### src/rtl/rst_seq.sv
// Reset sequencer: synchronises the clock-wizard lock and reset button, debounces the
// button, then releases N_CH reset channels in index order once lock has been stable.
module rst_seq #(
    parameter int N_CH        = 4,
    parameter int STRETCH     = 16,
    parameter int STAGGER     = 8,
    parameter int DEB_W       = 16,
    parameter int SYNC_STAGES = 2
) (
    input  logic            clk,
    input  logic            rst_n,
    input  logic            locked,
    input  logic            btn,
    output logic [N_CH-1:0] rst_out,
    output logic            all_released,
    output logic [7:0]      lock_lost_cnt
);

    localparam int CNT_MAX = (STRETCH > STAGGER) ? STRETCH : STAGGER;
    localparam int CNT_W   = (CNT_MAX > 1) ? $clog2(CNT_MAX) : 1;
    localparam int CH_W    = (N_CH > 1) ? $clog2(N_CH) : 1;

    // IDLE: all held | STRETCH: lock settling | RELEASE: staggered release | RUN: all released
    localparam logic [1:0] ST_IDLE    = 2'd0;
    localparam logic [1:0] ST_STRETCH = 2'd1;
    localparam logic [1:0] ST_RELEASE = 2'd2;
    localparam logic [1:0] ST_RUN     = 2'd3;

    logic [SYNC_STAGES-1:0] lock_sync_q;
    logic [SYNC_STAGES-1:0] btn_sync_q;
    logic                   locked_s;
    logic                   btn_s;

    logic                   btn_deb_q, btn_deb_d;
    logic [DEB_W-1:0]       deb_cnt_q, deb_cnt_d;

    logic [1:0]             state_q, state_d;
    logic [CNT_W-1:0]       cnt_q, cnt_d;
    logic [CH_W-1:0]        ch_q, ch_d;
    logic [N_CH-1:0]        rst_out_q, rst_out_d;
    logic                   all_rel_q, all_rel_d;
    logic [7:0]             lost_q, lost_d;
    logic                   abort;

    always_ff @(posedge clk or negedge rst_n) begin
        if (!rst_n) begin
            lock_sync_q <= '0;
            btn_sync_q  <= '0;
        end else begin
            lock_sync_q <= {lock_sync_q[SYNC_STAGES-2:0], locked};
            btn_sync_q  <= {btn_sync_q[SYNC_STAGES-2:0], btn};
        end
    end

    assign locked_s = lock_sync_q[SYNC_STAGES-1];
    assign btn_s    = btn_sync_q[SYNC_STAGES-1];

    always_comb begin
        btn_deb_d = btn_deb_q;
        deb_cnt_d = deb_cnt_q;
        if (btn_s == btn_deb_q) begin
            deb_cnt_d = '0;
        end else if (&deb_cnt_q) begin
            btn_deb_d = btn_s;
            deb_cnt_d = '0;
        end else begin
            deb_cnt_d = deb_cnt_q + DEB_W'(1);
        end
    end

    assign abort = !locked_s || btn_deb_q;

    always_comb begin
        state_d   = state_q;
        cnt_d     = cnt_q;
        ch_d      = ch_q;
        rst_out_d = rst_out_q;
        all_rel_d = all_rel_q;
        lost_d    = lost_q;
        if (state_q != ST_IDLE && abort) begin
            state_d   = ST_IDLE;
            cnt_d     = '0;
            ch_d      = '0;
            rst_out_d = '1;
            all_rel_d = 1'b0;
            if (!locked_s && lost_q != 8'hFF) begin
                lost_d = lost_q + 8'd1;
            end
        end else begin
            case (state_q)
                ST_IDLE: begin
                    rst_out_d = '1;
                    all_rel_d = 1'b0;
                    if (!abort) begin
                        state_d = ST_STRETCH;
                        cnt_d   = '0;
                    end
                end
                ST_STRETCH: begin
                    if (cnt_q == CNT_W'(STRETCH - 1)) begin
                        cnt_d = '0;
                        if (N_CH == 1) begin
                            state_d   = ST_RUN;
                            rst_out_d = '0;
                            all_rel_d = 1'b1;
                        end else begin
                            state_d      = ST_RELEASE;
                            rst_out_d[0] = 1'b0;
                            ch_d         = CH_W'(1);
                        end
                    end else begin
                        cnt_d = cnt_q + CNT_W'(1);
                    end
                end
                ST_RELEASE: begin
                    if (cnt_q == CNT_W'(STAGGER - 1)) begin
                        cnt_d           = '0;
                        rst_out_d[ch_q] = 1'b0;
                        ch_d            = ch_q + CH_W'(1);
                        if (ch_q == CH_W'(N_CH - 1)) begin
                            state_d   = ST_RUN;
                            all_rel_d = 1'b1;
                        end
                    end else begin
                        cnt_d = cnt_q + CNT_W'(1);
                    end
                end
                default: begin
                    state_d = ST_RUN;
                end
            endcase
        end
    end

    always_ff @(posedge clk or negedge rst_n) begin
        if (!rst_n) begin
            btn_deb_q <= 1'b0;
            deb_cnt_q <= '0;
            state_q   <= ST_IDLE;
            cnt_q     <= '0;
            ch_q      <= '0;
            rst_out_q <= '1;
            all_rel_q <= 1'b0;
            lost_q    <= 8'd0;
        end else begin
            btn_deb_q <= btn_deb_d;
            deb_cnt_q <= deb_cnt_d;
            state_q   <= state_d;
            cnt_q     <= cnt_d;
            ch_q      <= ch_d;
            rst_out_q <= rst_out_d;
            all_rel_q <= all_rel_d;
            lost_q    <= lost_d;
        end
    end

    assign rst_out       = rst_out_q;
    assign all_released  = all_rel_q;
    assign lock_lost_cnt = lost_q;

endmodule

### config.mk
export PLATFORM = sky130hd
export DESIGN_NAME = rst_seq
export DESIGN_NICKNAME = d
export VERILOG_FILES = /design/src/rtl/rst_seq.sv
export SDC_FILE = /design/constraint.sdc
export NUM_CORES = 1
export LEC_CHECK = 0
export BUFFER_PORTS_ARGS = -buffer_cell sky130_fd_sc_hd__buf_4
export CORE_MARGIN = 1.5
export CORE_UTILIZATION = 30
export CTS_CLUSTER_SIZE = 16
export DETAILED_ROUTE_END_ITERATION = 8
export PLACE_DENSITY = 0.51
export RECOVER_POWER = 100
export SLEW_MARGIN = 20
export SYNTH_ARGS = -nofsm -noshare
export SYNTH_HDL_FRONTEND = slang
export SYNTH_SLANG_ARGS = --single-unit
### constraint.sdc
create_clock -name clk -period 2.1 [get_ports clk]
set_input_delay 0 -clock clk [delete_from_list [all_inputs] [get_ports clk]]
set_output_delay 0 -clock clk [all_outputs]
set_load 0.01 [all_outputs]
# Yosys cells after proc, flatten, opt, wreduce, memory -nomap -nowiden
# Cells that the tools add are included.
dict set report totals {
  inputBits 4
  word_cells 78
  out_inout_bits 13
  reg_bits 42
}
dict set report op_classes {
  eq_ne 11
  n_bitwise 3
  n_mux 28
  n_lt_le_gt_ge 2
  n_reduce_logical 19
  n_addsub 4
}
# operator n
set op_table {}
lappend op_table {{$mux 16} 2}
lappend op_table {{$mux 4} 6}
lappend op_table {{$reduce_and 17->1} 1}
lappend op_table {{$add 16x1->16 const B} 1}
lappend op_table {{$mux 2} 8}
lappend op_table {{$reduce_and 16->1} 1}
lappend op_table {{$ne 3x3->1 const B} 4}
lappend op_table {{$pmux 4 s3} 1}
lappend op_table {{$reduce_and 3->1} 3}
lappend op_table {{$add 8x1->8 const B} 1}
lappend op_table {{$ne 8x8->1 const B} 1}
lappend op_table {{$pmux 2 s3} 1}
lappend op_table {{$pmux 3 s2} 1}
lappend op_table {{$reduce_and 2->1} 3}
lappend op_table {{$reduce_bool 3->1} 2}
lappend op_table {{$mux 1} 5}
lappend op_table {{$add 4x1->4 const B} 1}
lappend op_table {{$and 4x4->4} 1}
lappend op_table {{$eq 2x2->1 const B} 2}
lappend op_table {{$eq 4x3->1 const B} 1}
lappend op_table {{$eq 4x4->1 const B} 1}
lappend op_table {{$not 4->4} 1}
lappend op_table {{$pmux 2 s2} 1}
lappend op_table {{$reduce_and 4->1} 1}
lappend op_table {{15 further kinds} 17}

# Longest topological paths before layout
dict set report depth {
  word_depth 9
  ltp_mapped 6
  ltp_nobuf 6
}

# Worst setup path after synthesis
# No wires, ideal clock.
dict set report synth_timing {
  path_kind {register to register}
  startpoint {register state_q[0]}
  endpoint {register state_q[0]}
  required_ns 1.978
  n_path_buf 0
  slack_ns 0.257
  period_less_slack_ns 1.843
  setup_time_ns 0.122
  path_stages_with_launch 7
  t_arrival_ns 1.721
  path_cell_list {dfrtp_1 inv_1 ha_1 and4b_1 o311ai_0 a2bb2oi_1 nand2_1}
}
dict set report synth_via {
  elab_chain_cells 4
  word_cells_on_any_way 12
  classes_between {eq/ne: 6; mux: 2; reduce/logical: 4}
}
# element line
set synth_lines {}
lappend synth_lines {{start, declared} 37} ;# logic [1:0] state_q, state_d;
lappend synth_lines {{start signal, assigned} 148} ;# state_q <= state_d;
lappend synth_lines {{$reduce_bool 2->1} 80} ;# if (state_q != ST_IDLE && abort) begin
lappend synth_lines {{$logic_and 1x1->1} 80}
lappend synth_lines {{$ne 3x3->1 (no line)} --}
lappend synth_lines {{$reduce_and 4->1 (no line)} --}
# Parallel ways exist; a longest one is shown, timed or not.
# A chain may end at the register's enable or synchronous reset.

# Final worst setup path
# Ends and elaborated chain as after synthesis.

==> key figures <==
Placed design
  • DPL Wire Length: 2840 µm
  • Area post-placement: 2430 µm²
  • Worst slack at placement: 0.198 ns
  • Port-buffer cells: 16
  • Final weighted congestion in routability-driven placement: 0.773

Clock network
  • Worst-path clk slew: 0.08 ns
  • CTS tree: done
  • Clock latency on the worst-skew pair: 0.29 ns
  • Total CTS buffers: 5
  • Clk sink count: 42
  • Setup Buffers After CTS: 0
  • Clk buf depth: 2
  • Root buf cell: clkbuf_8
  • H-Tree Depth: 2

Logic synthesis
  • Warnings from Yosys: 0
  • Largest area contributor in the netlist: dfrtp_1
  • Synthesized Nets: 221
  • Area contributors post-synth: dfrtp_1 (44%), ha_1 (5.8%), dfstp_2 (4.9%)
  • Async S/R FF share, synth: 1.00
  • Synth unique cells: 44
  • Post-synth EDFFs: 0
  • Post-synth top cells: dfrtp_1 (38), nor2_1 (26), nand2_1 (18), inv_1 (11)
  • Top-count cell post-synth: dfrtp_1
  • Avg Cell Area, Syn: 10.3 µm²
  • Synthesized flop and latch total: 42
  • Cell Area, Synth: 2140 µm²
  • Top_reg_cell synth: dfrtp_1
  • Sequential-to-total area share from yosys stat: 0.493
  • Top cell type's share of synthesized area: 0.444
  • Post-synthesis cell count: 207

Run status
  • Status: complete, no violations

Floorplan
  • Initial Util: 0.313
  • Full die area: 7650 µm²
  • Core ar.: 6830 µm²
  • Die extent in y: 87.5 µm
  • Ports: 17
  • Die width: 87.5 µm
  • Site row count: 30

Worst hold path
  • HP Start: lock_sync_q[0]
  • Hold WC Path Type: reg -> reg

Global routing
  • Vias in the first global route: 1519
  • GRT Overall Usage: 0.120
  • Pin count of the biggest net entering global routing: 43
  • Initial antenna violation count: 0
  • Global route total overflow: 0
  • First-pass GRT wire length: 7180 µm

STA
  • Fmax: 514 MHz
  • Period utilization: 0.927
  • Pins Over Slew Limit: 0
  • Final Hold Viols: 0
  • Worst Tran Pin Value: 1.05 ns
  • RSZ-0062 raised after global routing: no
  • Setup_tns: 0 ns
  • Worst Skew: 0.00812 ns
  • Fin worst setup slack: 0.153 ns
  • Min cycle time layout: 1.95 ns
  • Final Setup Violations: 0
  • Worst relative slew slack: 0.297

Drt
  • Final Routed Wirelength: 4080 µm
  • Post-DR vias/cell: 4.79
  • Vias: 1608
  • Detail Route Antenna Nets: 0
  • DRT Pass-1 Iters: 4
  • First DRT Iteration DRCs: 105
  • Routed WL per cell: 12.1 µm
  • Remaining DRCs: 0

Worst setup path
  • Worst setup path class: reg -> reg
  • End point of the critical path: state_q[0]
  • R2R Path Start: state_q[0]
  • FF-to-FF End: state_q[0]
  • Crit-path max FO: 8
  • R2R setup slack: 0.15 ns
  • CP required: 2.29 ns
  • Worst EP arrival: 2.14 ns
  • FF-to-FF path depth: 7
  • Endpoint class of the critical path: flop
  • CP Launch Point: state_q[0]
  • CP startpoint kind: flop

Layout
  • Ant diodes: 0
  • Share of cells above drive strength 1: 0.113
  • Fill cell count: 723
  • Syn-to-layout area delta: 17.6%
  • Post-Layout Inst Area: 2520 µm²
  • Final nets: 254

Power
  • Peak supply drop: 0.000556 V
  • Leak Pwr: 0.00105 µW
  • PwrDens: 1050 nW/µm²
  • Total power: 2640 µW

Run
  • Max-Cap Viols: 0
## critical path: stages (launching register included)
cell and delay, ns:
dfrtp_1 0.44, inv_1 0.11, ha_1 0.30, and4b_1 0.26, o311ai_0 0.30, clkbuf_1 0.21
a2bb2oi_1 0.16, nand2_1 0.06
## layout make-up
type / count / area [µm²] / share of cell area
Clock buffer: 6 / 82.6 / 0.0328
Clock inverter: 1 / 30.0 / 0.0119
Inverter: 11 / 41.3 / 0.0164
Multi-Input combinational cell: 154 / 1040 / 0.414
Sequential cell: 42 / 1060 / 0.419
Tap cell: 96 / 120 / 0.0477
Timing Repair Buffer: 26 / 145 / 0.0577
## sequential cells by signal, summed over array words and instances (netlist names)
name	flops
deb_cnt_q	16
ch_q	2
state_q	2
all_released	1
btn_deb_q	1
cnt_q	4
lock_lost_cnt	8
btn_sync_q	2
rst_out	4
lock_sync_q	2
## through the flow
step | util | hold WS [ns] | instances
3_5_place_dp | 0.356 | 0.0314 | 326
3_3_place_gp | 0.356 | 0.0275 | 326
4_1_cts | 0.377 | 0.251 | 336
5_1_grt | 0.368 | 0.355 | 336
2_1_floorplan | - | -0.296 | 207
6_report | 0.368 | 0.352 | 336
## timing repair
item / 4_1_cts / 5_1_grt
endpoints found under the setup margin: 0 / 1
endpoints found under the hold margin: 40 / 0
hold buffers: 3 / 0
gates resized for setup: 0 / 1
## layer usage
metal	wire length, µm	up-vias	global-route usage
met5	0	-	0
met4	57	0	0.0404
met1	2080	758	0.165
met2	1770	42	0.185
met3	166	5	0.0303
li1	-	803	-
## kinds of logic (layout without fill, tap and decap cells)
kind of cell | after synthesis | count (layout) | synth area share
multiplexers | 4 | 4 | 0.0205
AND/OR/NAND/NOR | 90 | 90 | 0.221
buffers and inverters | 11 | 44 | 0.0193
XOR/XNOR | 20 | 20 | 0.0818
AO/OA/AOI/OAI | 30 | 30 | 0.106
flip-flops | 42 | 42 | 0.493
adder cells (fa/ha/maj) | 10 | 10 | 0.0584
## power by group
part | internal, µW | switching (µW)
sequential | 928 | 144
clock | 381 | 284
combinational | 389 | 516
total | 1700 | 944
## how the worst min path moves through the flow
stage                                 to  cells after the start
after floorplan             all_released                      0
after global placement      deb_cnt_q[6]                      1
after detailed placement    deb_cnt_q[6]                      1
after CTS                   deb_cnt_q[6]                      2
after global routing      lock_sync_q[1]                      0
final                     lock_sync_q[1]                      0
## cell usage in the layout, fill, tap and decap left out, types with 8 or more instances in the layout
cell and count:
clkbuf_1 14, nand3_1 10, inv_1 11, nor3_1 8
ha_1 9, dfrtp_1 38, xor2_1 10, nor2_1 26
nand2_1 18, xnor2_1 10
(Power assumes the default switching activity.)
